===== config.mk =====
export PLATFORM = sky130hd
export DESIGN_NAME = step_pulse_monitor
export DESIGN_NICKNAME = d
export VERILOG_FILES = /design/src/rtl/step_pulse_monitor.sv
export SDC_FILE = /design/constraint.sdc
export NUM_CORES = 1
export LEC_CHECK = 0
export CORE_MARGIN = 2
export CORE_UTILIZATION = 60
export CTS_BUF_LIST = sky130_fd_sc_hd__clkbuf_8
export CTS_CLUSTER_DIAMETER = 40
export CTS_CLUSTER_SIZE = 10
export DETAILED_ROUTE_END_ITERATION = 10
export DONT_BUFFER_PORTS = 1
export PLACE_DENSITY_LB_ADDON = 0.25
export SLEW_MARGIN = 40
export SYNTH_ARGS = -nofsm -noshare
export SYNTH_HDL_FRONTEND = slang
export SYNTH_SLANG_ARGS = --single-unit

===== constraint.sdc =====
create_clock -name clk -period 14.1 [get_ports clk]
set_clock_uncertainty 0.05 [all_clocks]
set_input_delay 0.705 -clock clk [delete_from_list [all_inputs] [get_ports clk]]
set_output_delay 0.705 -clock clk [all_outputs]
set_load 0.1 [all_outputs]

===== src/rtl/step_pulse_monitor.sv =====
// step_pulse_monitor: recovers position, step count, pulse interval and motion phase
// from an asynchronous step/dir pulse train, and flags end of motion after a quiet time.
module step_pulse_monitor #(
    parameter int          SYNC_STAGES = 2,
    parameter logic [31:0] TIMEOUT     = 32'd1000000
) (
    input  logic        clk,
    input  logic        reset,
    input  logic        enable,
    input  logic        step,
    input  logic        dir,
    output logic [31:0] position,
    output logic [31:0] step_count,
    output logic [31:0] last_period,
    output logic [31:0] min_period,
    output logic        period_valid,
    output logic [1:0]  phase,
    output logic        moving,
    output logic        motion_done
);
    typedef enum logic [1:0] {IDLE = 2'd0, ACCEL = 2'd1, CRUISE = 2'd2, DECEL = 2'd3} phase_t;

    logic [SYNC_STAGES-1:0] step_sync_q, step_sync_d, dir_sync_q, dir_sync_d, fill_q, fill_d;
    logic                   step_dly_q, step_dly_d, armed_q, armed_d;
    logic                   step_s, dir_s, rise, expire;
    logic [31:0]            position_q, position_d, count_q, count_d;
    logic [31:0]            last_q, last_d, min_q, min_d, ivl_q, ivl_d;
    logic                   period_valid_q, period_valid_d, moving_q, moving_d;
    logic                   done_q, done_d, have_prev_q, have_prev_d;
    phase_t                 phase_q, phase_d;

    assign step_s = step_sync_q[SYNC_STAGES-1];
    assign dir_s  = dir_sync_q[SYNC_STAGES-1];
    // fill_q marks which synchronizer stages hold real samples since reset, so a step
    // held high across reset release is only accepted after a genuine low is seen
    assign rise   = step_s & ~step_dly_q & armed_q;
    assign expire = moving_q && (ivl_q >= TIMEOUT);

    always_comb begin
        step_sync_d = {step_sync_q[SYNC_STAGES-2:0], step};
        dir_sync_d  = {dir_sync_q[SYNC_STAGES-2:0], dir};
        fill_d      = {fill_q[SYNC_STAGES-2:0], 1'b1};
        step_dly_d  = step_s;
        armed_d     = armed_q | (fill_q[SYNC_STAGES-1] & ~step_s);
    end

    always_ff @(posedge clk or posedge reset) begin
        if (reset) begin
            step_sync_q <= '0;
            dir_sync_q  <= '0;
            fill_q      <= '0;
            step_dly_q  <= 1'b0;
            armed_q     <= 1'b0;
        end else begin
            step_sync_q <= step_sync_d;
            dir_sync_q  <= dir_sync_d;
            fill_q      <= fill_d;
            step_dly_q  <= step_dly_d;
            armed_q     <= armed_d;
        end
    end

    always_comb begin
        position_d     = position_q;
        count_d        = count_q;
        last_d         = last_q;
        min_d          = min_q;
        ivl_d          = (ivl_q == '1) ? ivl_q : ivl_q + 32'd1;
        period_valid_d = 1'b0;
        moving_d       = moving_q;
        done_d         = 1'b0;
        have_prev_d    = have_prev_q;
        phase_d        = phase_q;
        if (!enable) begin
            position_d  = '0;
            count_d     = '0;
            last_d      = '0;
            min_d       = '1;
            ivl_d       = '0;
            moving_d    = 1'b0;
            have_prev_d = 1'b0;
            phase_d     = IDLE;
        end else if (rise) begin
            position_d = position_q + (dir_s ? 32'd1 : 32'hFFFF_FFFF);
            count_d    = count_q + 32'd1;
            ivl_d      = 32'd1;
            moving_d   = 1'b1;
            // the first rise of a motion only starts timing; periods begin with the second
            have_prev_d = moving_q;
            if (moving_q) begin
                last_d         = ivl_q;
                min_d          = (ivl_q < min_q) ? ivl_q : min_q;
                period_valid_d = 1'b1;
                phase_d        = (!have_prev_q || ivl_q < last_q) ? ACCEL :
                                 (ivl_q == last_q) ? CRUISE : DECEL;
            end
        end else if (expire) begin
            moving_d = 1'b0;
            phase_d  = IDLE;
            done_d   = 1'b1;
        end
    end

    always_ff @(posedge clk or posedge reset) begin
        if (reset) begin
            position_q     <= '0;
            count_q        <= '0;
            last_q         <= '0;
            min_q          <= '1;
            ivl_q          <= '0;
            period_valid_q <= 1'b0;
            moving_q       <= 1'b0;
            done_q         <= 1'b0;
            have_prev_q    <= 1'b0;
            phase_q        <= IDLE;
        end else begin
            position_q     <= position_d;
            count_q        <= count_d;
            last_q         <= last_d;
            min_q          <= min_d;
            ivl_q          <= ivl_d;
            period_valid_q <= period_valid_d;
            moving_q       <= moving_d;
            done_q         <= done_d;
            have_prev_q    <= have_prev_d;
            phase_q        <= phase_d;
        end
    end

    assign position     = position_q;
    assign step_count   = count_q;
    assign last_period  = last_q;
    assign min_period   = min_q;
    assign period_valid = period_valid_q;
    assign phase        = phase_q;
    assign moving       = moving_q;
    assign motion_done  = done_q;
endmodule


## Yosys cells after proc, flatten, opt, wreduce, memory -nomap -nowiden

Index checks and enable logic that the tools add are counted.

| cells by class | value |
|---|---|
| add/sub/neg operators | 3 |
| order comparisons | 3 |
| equal/unequal tests | 8 |
| multiplexer cells | 32 |
| bitwise logic cells | 6 |
| reductions and logical operators | 6 |

Operators with widths:

| kind | count |
|---|---|
| 32-bit 2-to-1 mux | 15 |
| 32-bit by 1-bit adder with 32-bit output, second input constant | 2 |
| 32-bit less-than comparator | 2 |
| 32-bit adder | 1 |
| 32-bit == test | 1 |
| 32-bit == test, second input constant | 1 |
| 32-bit by 20-bit >= comparator with 1-bit output, second input constant | 1 |
| 1-bit 2-to-1 mux | 12 |
| 2-bit 2-to-1 mux | 5 |
| 2-bit by 1-bit != test with 1-bit output, second input constant | 3 |
| 2-bit AND reduction | 2 |
| 1-bit bitwise AND | 3 |
| 3-bit by 1-bit != test with 1-bit output, second input constant | 1 |
| 3-bit by 2-bit != test with 1-bit output, second input constant | 1 |
| 3-bit != test, second input constant | 1 |
| 3-bit AND reduction | 1 |
| 1-bit inverter | 2 |
| 1-bit logical AND | 1 |
| 1-bit zero test | 1 |
| 1-bit logical OR | 1 |
| 1-bit bitwise OR | 1 |

| storage, ports and cells | value |
|---|---|
| bits in registers | 174 |
| input bits | 5 |
| output and inout bits | 133 |
| word-level logic and storage cells | 73 |

## Depth between registers and ports, before layout

Gate-level depths: netlist of run 1.

| depth | value |
|---|---|
| depth after elaboration | 6 |
| mapped depth | 13 |
| gate-level depth less buffers | 11 |

## Least setup slack after synthesis of run 1

No wires, ideal clock.

| path | value |
|---|---|
| path type | register to register |
| start point | register dir_sync_q[1] |
| end point | register position_q[29] (netlist: position[29]) |
| library setup time | 0.129 ns |
| arrival | 3.120 ns |
| data required time | 13.921 ns |
| path slack | 10.801 ns |
| cell stages (with the launch flop) | 12 |
| buffers on the path | 0 |
| period minus slack after synthesis | 3.299 ns |
| cell sequence | dfrtp_1 -> inv_1 -> ha_1 -> a211oi_1 -> o211ai_1 -> a2111oi_0 -> nor3_2 -> a31oi_1 -> o21ai_1 -> a31oi_1 -> xor2_1 -> o21ai_1 |

| on the way | value |
|---|---|
| word-level cells in the longest chain between the ends | 4 |

Ends and longest elaborated chain:

| element | line | source |
|---|---|---|
| start, declared | 23 | `logic [SYNC_STAGES-1:0] step_sync_q, step_sync_d, dir_sync_q, dir_sync_d, fill_q, fill_d;` |
| start signal, assigned | 56 | `dir_sync_q <= dir_sync_d;` |
| 32-bit 2-to-1 mux | 84 | `position_d = position_q + (dir_s ? 32'd1 : 32'hFFFF_FFFF);` |
| 32-bit adder | 84 |  |
| 32-bit 2-to-1 mux | 83 | `end else if (rise) begin` |
| 32-bit 2-to-1 mux | 74 | `if (!enable) begin` |
| end signal, assigned | 117 | `position_q <= position_d;` |
| end, declared | 26 | `logic [31:0] position_q, position_d, count_q, count_d;` |

Every way passes these cells. The select of a mux whose other input is x is not followed.
A chain may end at the register's enable or synchronous reset.

## Final worst setup path of run 1

| path | value |
|---|---|
| start point | register min_q[13] (netlist: min_period[13]) |
| end point | register min_q[2] (netlist: min_period[2]) |

| on the way | value |
|---|---|
| word-level cells in the longest chain between the ends | 3 |

Ends and longest elaborated chain:

| element | line | source |
|---|---|---|
| start, declared | 27 | `logic [31:0] last_q, last_d, min_q, min_d, ivl_q, ivl_d;` |
| start signal, assigned | 120 | `min_q <= min_d;` |
| 32-bit less-than comparator | 92 | `min_d = (ivl_q < min_q) ? ivl_q : min_q;` |
| 2-bit by 1-bit != test with 1-bit output (no source line) | n/a |  |
| 3-bit AND reduction (no source line) | n/a |  |

Every way passes these cells.

==> results of run 1 <==
## flip-flops by register name, summed over array words and instances, names as in the netlist
name,count
ivl_q,32
last_period,32
min_period,32
position,32
step_count,32
dir_sync_q,2
fill_q,2
phase,2
step_sync_q,2
armed_q,1
have_prev_q,1
motion_done,1
moving,1
period_valid,1
step_dly_q,1
## worst max-delay path by stage
stage	start	cells after the start	to	slack [ns]
floorplan	reset	1	armed_q	8.68
global placement	min_period[13]	10	min_period[10]	10.29
detailed placement	min_period[15]	10	min_period[2]	10.54
CTS	min_period[15]	10	min_period[2]	10.50
global route	dir_sync_q[1]	12	position[29]	10.24
finish	min_period[13]	10	min_period[2]	10.49
## power by group through the flow
stage          registers, W  clock network, W  logic (W)
2_1_floorplan      0.000611                 0  0.0000987
4_1_cts            0.000609          0.000343   0.000120
6_report           0.000608          0.000336   0.000119
5_1_grt            0.000611          0.000361   0.000137
3_5_place_dp       0.000618                 0   0.000119
3_3_place_gp       0.000616                 0   0.000117
## through the flow
stage / power (W) / hold WS [ns]
after global placement: 0.000733 / 0.284
after CTS: 0.00107 / 0.184
final: 0.00106 / 0.101
after detailed placement: 0.000737 / 0.289
after global routing: 0.00111 / 0.119
after floorplan: 0.000710 / 0.281
## layout make-up
cell class | count | share of cell area
clock buffer | 18 | 0.0220
clock inverter | 14 | 0.0108
inverter | 79 | 0.0275
multi-input combinational | 820 | 0.508
sequential | 174 | 0.402
tap | 225 | 0.0251
timing repair buffer | 6 | 0.00434
## metal layers
layer / part of all wire / vias to the layer above
li1: - / 3896
met1: 0.43 / 4009
met2: 0.49 / 194
met3: 0.056 / 40
met4: 0.022 / 0
met5: 0 / -
## kinds of logic after synthesis
logic type / after synthesis / share of synthesized area
flops: 174 / 0.416
compound gates: 246 / 0.153
mux: 30 / 0.0284
xor+xnor: 74 / 0.0613
simple gates: 372 / 0.180
other cells: 1 / 0.000355
fa+ha+maj: 97 / 0.116
buf+inv: 123 / 0.0457
## cell usage in the layout (no fill, tap or decap), types with 5 or more instances in the layout
master,n
and2_1,50
a21oi_1,58
and3_1,11
mux2i_1,30
nor4_1,7
o211ai_1,10
a211oi_1,5
dfrtp_2,100
nor3_1,16
dfrtp_1,42
ha_1,96
a21boi_0,8
o21ai_0,59
or3_1,13
xor2_1,34
clkbuf_8,18
inv_1,80
dfstp_2,32
nor2b_1,6
buf_4,5
nand4_1,31
nand2_1,119
nand3_1,39
nand2b_1,9
a22o_1,33
xnor2_1,40
nor2_1,49
a21o_1,40
==> flow_summary_export.csv, run 1 <==
group,metric,value,unit
status,status,"finished, final reports clean",
synth,synth_nets,1219,
routing,via_count,8139,
placement,pre_cts_ws,10.54,ns
run,drv_cap,0,
clock_tree,htreeDepth,4,
finish,drive_above_1_share,0.167,
global_route,grt_pass1_wl,39.5,mm
power_and_ir_drop,power.leakage,5.54,nW
die,placementRows,48,
global_route,top_usage_layer,"met2",
placement,post-dp-hpwl,16.9,mm
synth,synth.avg_cell_area,9.46,um2
power_and_ir_drop,power_density,94.6,nW/um2
worst_setup_path,arrival,3.95,ns
finish,multi_input_area,5710,um2
routing,totalWireLength,24.1,mm
sta,finalMaxSlewViolations,0,
worst_setup_path,critPathKind,"flop to flop",
finish,n_antenna_cell,0,
clock_tree,cts_setup_buffers,0,
sta,setup_tns,0,ns
sta,fin_crit_sh,0.256,
routing,detail_route.wl_per_cell,18.0,um
worst_setup_path,max_stage_delay,0.88,ns
power_and_ir_drop,ir_worst_vdd,0.0604,mV
synth,synthArstFlopShare,1.00,
worst_setup_path,crit_required,14.44,ns
worst_setup_path,path_cells,"inv_1, ha_1, nand4_1, or3_1, o32ai_1, o21ai_0, o211ai_1, a21o_4, mux2i_1, nand2_1",
global_route,grt_util_met1,0.338,
sta,finalSetupViolCount,0,
finish,fin_nets,1200,
routing,ant_nets,0,
power_and_ir_drop,power_frac_comb,0.112,
placement,dpl_cell_area,10900,um2
sta,rsz0062_at_grt,"false",
clock_tree,cts_hold_buf,0,
power_and_ir_drop,clkPwrFrac,0.316,
power_and_ir_drop,intPower,0.000703,W
synth,ys_ff_latch,174,
synth,synth-edff-count,0,
finish,final_util,0.652,
placement,dp_cells,1304,
die,io_pins,138,
worst_setup_path,critical_path.top_delay_family,"compound AO/OA/AOI/OAI gates",
worst_setup_path,r2r-end,"min_period[2]",
placement,globalplace.congestion,0.912,
clock_tree,cts.sink_count,174,
worst_setup_path,cp-start-kind,"flop",
power_and_ir_drop,share_seq_of_total_power,0.572,
sta,fmax,0.277,GHz
synth,synth_commonest_cells,"dfrtp_1, nand2_1, ha_1",
global_route,grt_util_met3,0.0607,
global_route,gr-total-overflow,0,
finish,fillers,1406,
worst_setup_path,crit_buf_inv,1,
worst_setup_path,reg2reg_slack,10.49,ns
worst_setup_path,reg2regPathDepth,10,
finish,syn2layout_area_growth,6.31,%
clock_tree,cts_buffers,17,
worst_setup_path,slowest_stage,"dfstp_2",
worst_setup_path,crit_path_end_kind,"flop",
clock_tree,cts_tree,"done",
clock_tree,clockRootBuffer,"clkbuf_8",
worst_setup_path,crit_fanout,34,
global_route,grt_antenna_before_repair,0,
synth,synth-main-ff-cell,"dfrtp_1",
sta,worst_pin_slew,0.862,ns
die,fp.coreArea,17200,um2
die,start_util,0.613,
die,fp.dieW,137,um
die,dieHeight,137,um
routing,drc,0,
worst_setup_path,worstReg2RegStart,"min_period[13]",
synth,synth_area,10600,um2
routing,via_per_inst,6.09,
synth,netlist_top_cells_area,"dfrtp_1, ha_1, dfstp_2",
synth,synth.top_cell.area_share,0.336,
sta,fin_crit,3.61,ns
clock_tree,clk_latency,0.47,ns
clock_tree,clk_path_buf_depth,2,
power_and_ir_drop,p_sw_frac,0.339,
finish,final_area,11200,um2
die,dieArea,18700,um2
global_route,grt_pass1_vias,7999,
clock_tree,ctsResizeCount,0,
sta,relSlewSlack,0.425,
sta,fin_ws,10.49,ns
finish,regArea,4520,um2
routing,drtIter0Drc,422,
sta,hold_violations,0,
clock_tree,clkTransAtPathRegs,0.10,ns
min_path,hp-class,"input pin to async pin",
placement,portBuffers,0,
routing,drtPass1Iterations,5,
global_route,grt_usage,0.266,
synth,netlist.top_cell.by_area,"dfrtp_1",
finish,fin_cells,1336,
synth,yosysMostFrequentCell,"dfrtp_1",
global_route,grt_use_met2,0.443,
synth,synth-seq-area-share,0.416,
power_and_ir_drop,p_switching,0.000360,W
global_route,grt_start_max_net_pins,116,
synth,synthCells,1117,
synth,synth.distinct_cells,64,
synth,ys_warn_count,0,
No activity file was read; power rests on OpenSTA's default activity.
==> run 2: changes to the inputs <==
Settings changed: ABC_AREA set to 1.
Clock period 14.1 ns to 3.2 ns, I/O delays scaled along.
==> flow_summary_export.csv, run 2 <==
group,metric,value,unit
synth,synth-edff-count,0,
status,status,"finished, final reports clean",
sta,fin_crit_sh,0.882,
placement,post-dp-hpwl,24.0,mm
power_and_ir_drop,clkPwrFrac,0.264,
worst_setup_path,critical_path.top_delay_family,"simple AND/OR/NAND/NOR gates",
clock_tree,cts_buffers,17,
routing,totalWireLength,32.0,mm
worst_setup_path,crit_required,3.56,ns
die,start_util,0.613,
finish,drive_above_1_share,0.145,
global_route,grt_pass1_wl,53.0,mm
worst_setup_path,worst_path_most_repeated_cell,"nor2_1",
finish,final_cell_mix,"nand2_1, inv_1, buf_4",
worst_setup_path,critPathKind,"flop to flop",
clock_tree,ctsResizeCount,0,
synth,synth_commonest_cells,"nand2_1, inv_1, dfrtp_1",
worst_setup_path,slowest_stage,"dlygate4sd3_1",
finish,final_common_cell,"nand2_1",
worst_setup_path,crit_path_end_kind,"flop",
global_route,grt_start_max_net_pins,64,
power_and_ir_drop,power.leakage,6.82,nW
worst_setup_path,cp-start-kind,"flop",
placement,portBuffers,0,
synth,synth-main-ff-cell,"dfrtp_1",
synth,synth.top_cell.area_share,0.310,
sta,finalMaxSlewViolations,0,
finish,syn2layout_area_growth,15.1,%
die,io_pins,138,
synth,synth-seq-area-share,0.383,
finish,fillers,1545,
die,placementRows,50,
synth,synthArstFlopShare,1.00,
die,dieHeight,142,um
clock_tree,clk_path_buf_depth,2,
worst_setup_path,path_cells,"inv_2, nor2_1, nand2_2, inv_2, nand3_1, inv_1, nand3_1, nor2_1, nand2_1, o21ai_1, nand2_1, dlygate4sd3_1, nor2_1",
sta,fin_crit,2.82,ns
finish,multi_input_area,6120,um2
synth,synthCells,1556,
global_route,grt_pass1_vias,10800,
power_and_ir_drop,p_switching,0.00231,W
clock_tree,clockRootBuffer,"clkbuf_8",
clock_tree,cts.sink_count,174,
clock_tree,cts_tree,"done",
power_and_ir_drop,p_sw_frac,0.406,
sta,finalSetupViolCount,0,
power_and_ir_drop,fin_total_pwr,0.00568,W
power_and_ir_drop,power_frac_comb,0.310,
synth,synth_nets,1658,
routing,drtPass1Iterations,5,
die,fp.dieW,142,um
global_route,grt_antenna_before_repair,0,
worst_setup_path,arrival,3.18,ns
sta,hold_violations,0,
synth,netlist.top_cell.by_area,"dfrtp_1",
run,drv_cap,0,
sta,setup_tns,0,ns
worst_setup_path,crit_fanout,16,
sta,fmax,0.354,GHz
power_and_ir_drop,intPower,0.00338,W
synth,synth_area,11500,um2
clock_tree,clkTransAtPathRegs,0.11,ns
min_path,hp-class,"input pin to flop",
sta,worst_pin_slew,0.882,ns
global_route,grt_usage,0.326,
routing,via_per_inst,5.68,
synth,ys_warn_count,0,
power_and_ir_drop,power_density,431,nW/um2
finish,n_antenna_cell,0,
routing,detail_route.wl_per_cell,16.5,um
finish,fin_nets,1791,
worst_setup_path,crit_buf_inv,4,
power_and_ir_drop,ir_worst_vdd,0.297,mV
die,dieArea,20200,um2
synth,synth.distinct_cells,49,
sta,relSlewSlack,0.412,
placement,globalplace.congestion,0.968,
routing,via_count,11000,
clock_tree,cts_setup_buffers,0,
routing,drc,0,
routing,ant_nets,0,
synth,ys_ff_latch,174,
routing,drtIter0Drc,814,
die,fp.coreArea,18700,um2
finish,regArea,4400,um2
sta,rsz0062_at_grt,"false",
synth,yosysMostFrequentCell,"nand2_1",
worst_setup_path,max_stage_delay,0.56,ns
synth,netlist_top_cells_area,"dfrtp_1, nand2_1, ha_1",
global_route,gr-total-overflow,0,
synth,synth.avg_cell_area,7.37,um2
clock_tree,clk_latency,0.48,ns
clock_tree,htreeDepth,4,
power_and_ir_drop,share_seq_of_total_power,0.426,
## run 2: per-layer routing
layer / vias up / routed length, um / GRT usage
met5: - / 0 / 0
met4: 0 / 879 / 0.115
met3: 66 / 1900 / 0.0626
met2: 350 / 15700 / 0.561
met1: 5160 / 13600 / 0.412
li1: 5414 / - / -
## run 2: worst min-delay path, delay by kind of cell
| family | cells | cell delay, ns |
|---|---|---|
| buf+inv | 1 | 0.26 |
| simple gates | 3 | 0.23 |
## run 2: repair_timing
action | CTS | global route
endpoints found under the setup margin | 0 | 0
hold buffers | 6 | 0
hold endpoints to repair | 148 | 0
## run 2: layout make-up
class	count	area share
clock inverters	14	0.00938
inverters	215	0.0614
repair buffers	151	0.0915
clock buffers	18	0.0188
multi-input cells	1130	0.464
flip-flops and latches	174	0.333
well taps	234	0.0222
## run 2: power groups by stage
stage / Sequential, W / Clock [W] / Combinational (W)
after global routing: 0.00243 / 0.00160 / 0.00189
after detailed placement: 0.00246 / 0 / 0.00174
after floorplan: 0.00323 / 0 / 0.000598
after global placement: 0.00246 / 0 / 0.00172
final: 0.00242 / 0.00150 / 0.00176
after CTS: 0.00242 / 0.00152 / 0.00176
## run 2: cells by family (layout without fill, tap and decap cells)
| logic type | Yosys count | count (layout) | synth area share |
|---|---|---|---|
| other | 1 | 1 | 0.000327 |
| buffers and inverters | 252 | 398 | 0.0846 |
| flip-flops | 174 | 174 | 0.383 |
| AND/OR/NAND/NOR | 767 | 767 | 0.290 |
| XOR/XNOR | 19 | 19 | 0.0145 |
| AO/OA/AOI/OAI | 246 | 246 | 0.121 |
| adder cells (fa/ha/maj) | 97 | 97 | 0.106 |
## run 2: metrics by stage
step / util / setup slack [ns] / hold slack (ns) / instance area, um2 / std cells
global route: 0.706 / 0.116 / 0.138 / 13200 / 1936
floorplan: - / 0.441 / 0.141 / 11500 / 1556
finish: 0.706 / 0.378 / 0.126 / 13200 / 1936
detailed placement: 0.682 / 0.591 / 0.0510 / 12800 / 1898
CTS: 0.706 / 0.469 / 0.110 / 13200 / 1936
global placement: 0.682 / 0.670 / 0.0459 / 12800 / 1898
## run 2: final timing paths
kind	start	to	slack, ns	cells after the start
worst max-delay path	step_sync_q[1]	step_count[26]	0.38	13
min in group asynchronous	reset	position[5]	0.15	2
max in group asynchronous	reset	min_period[17]	2.07	3
worst max register to register	step_sync_q[1]	step_count[26]	0.38	13
worst min register to register	step_sync_q[0]	step_sync_q[1]	0.31	0
worst min-delay path	enable	min_period[2]	0.13	4
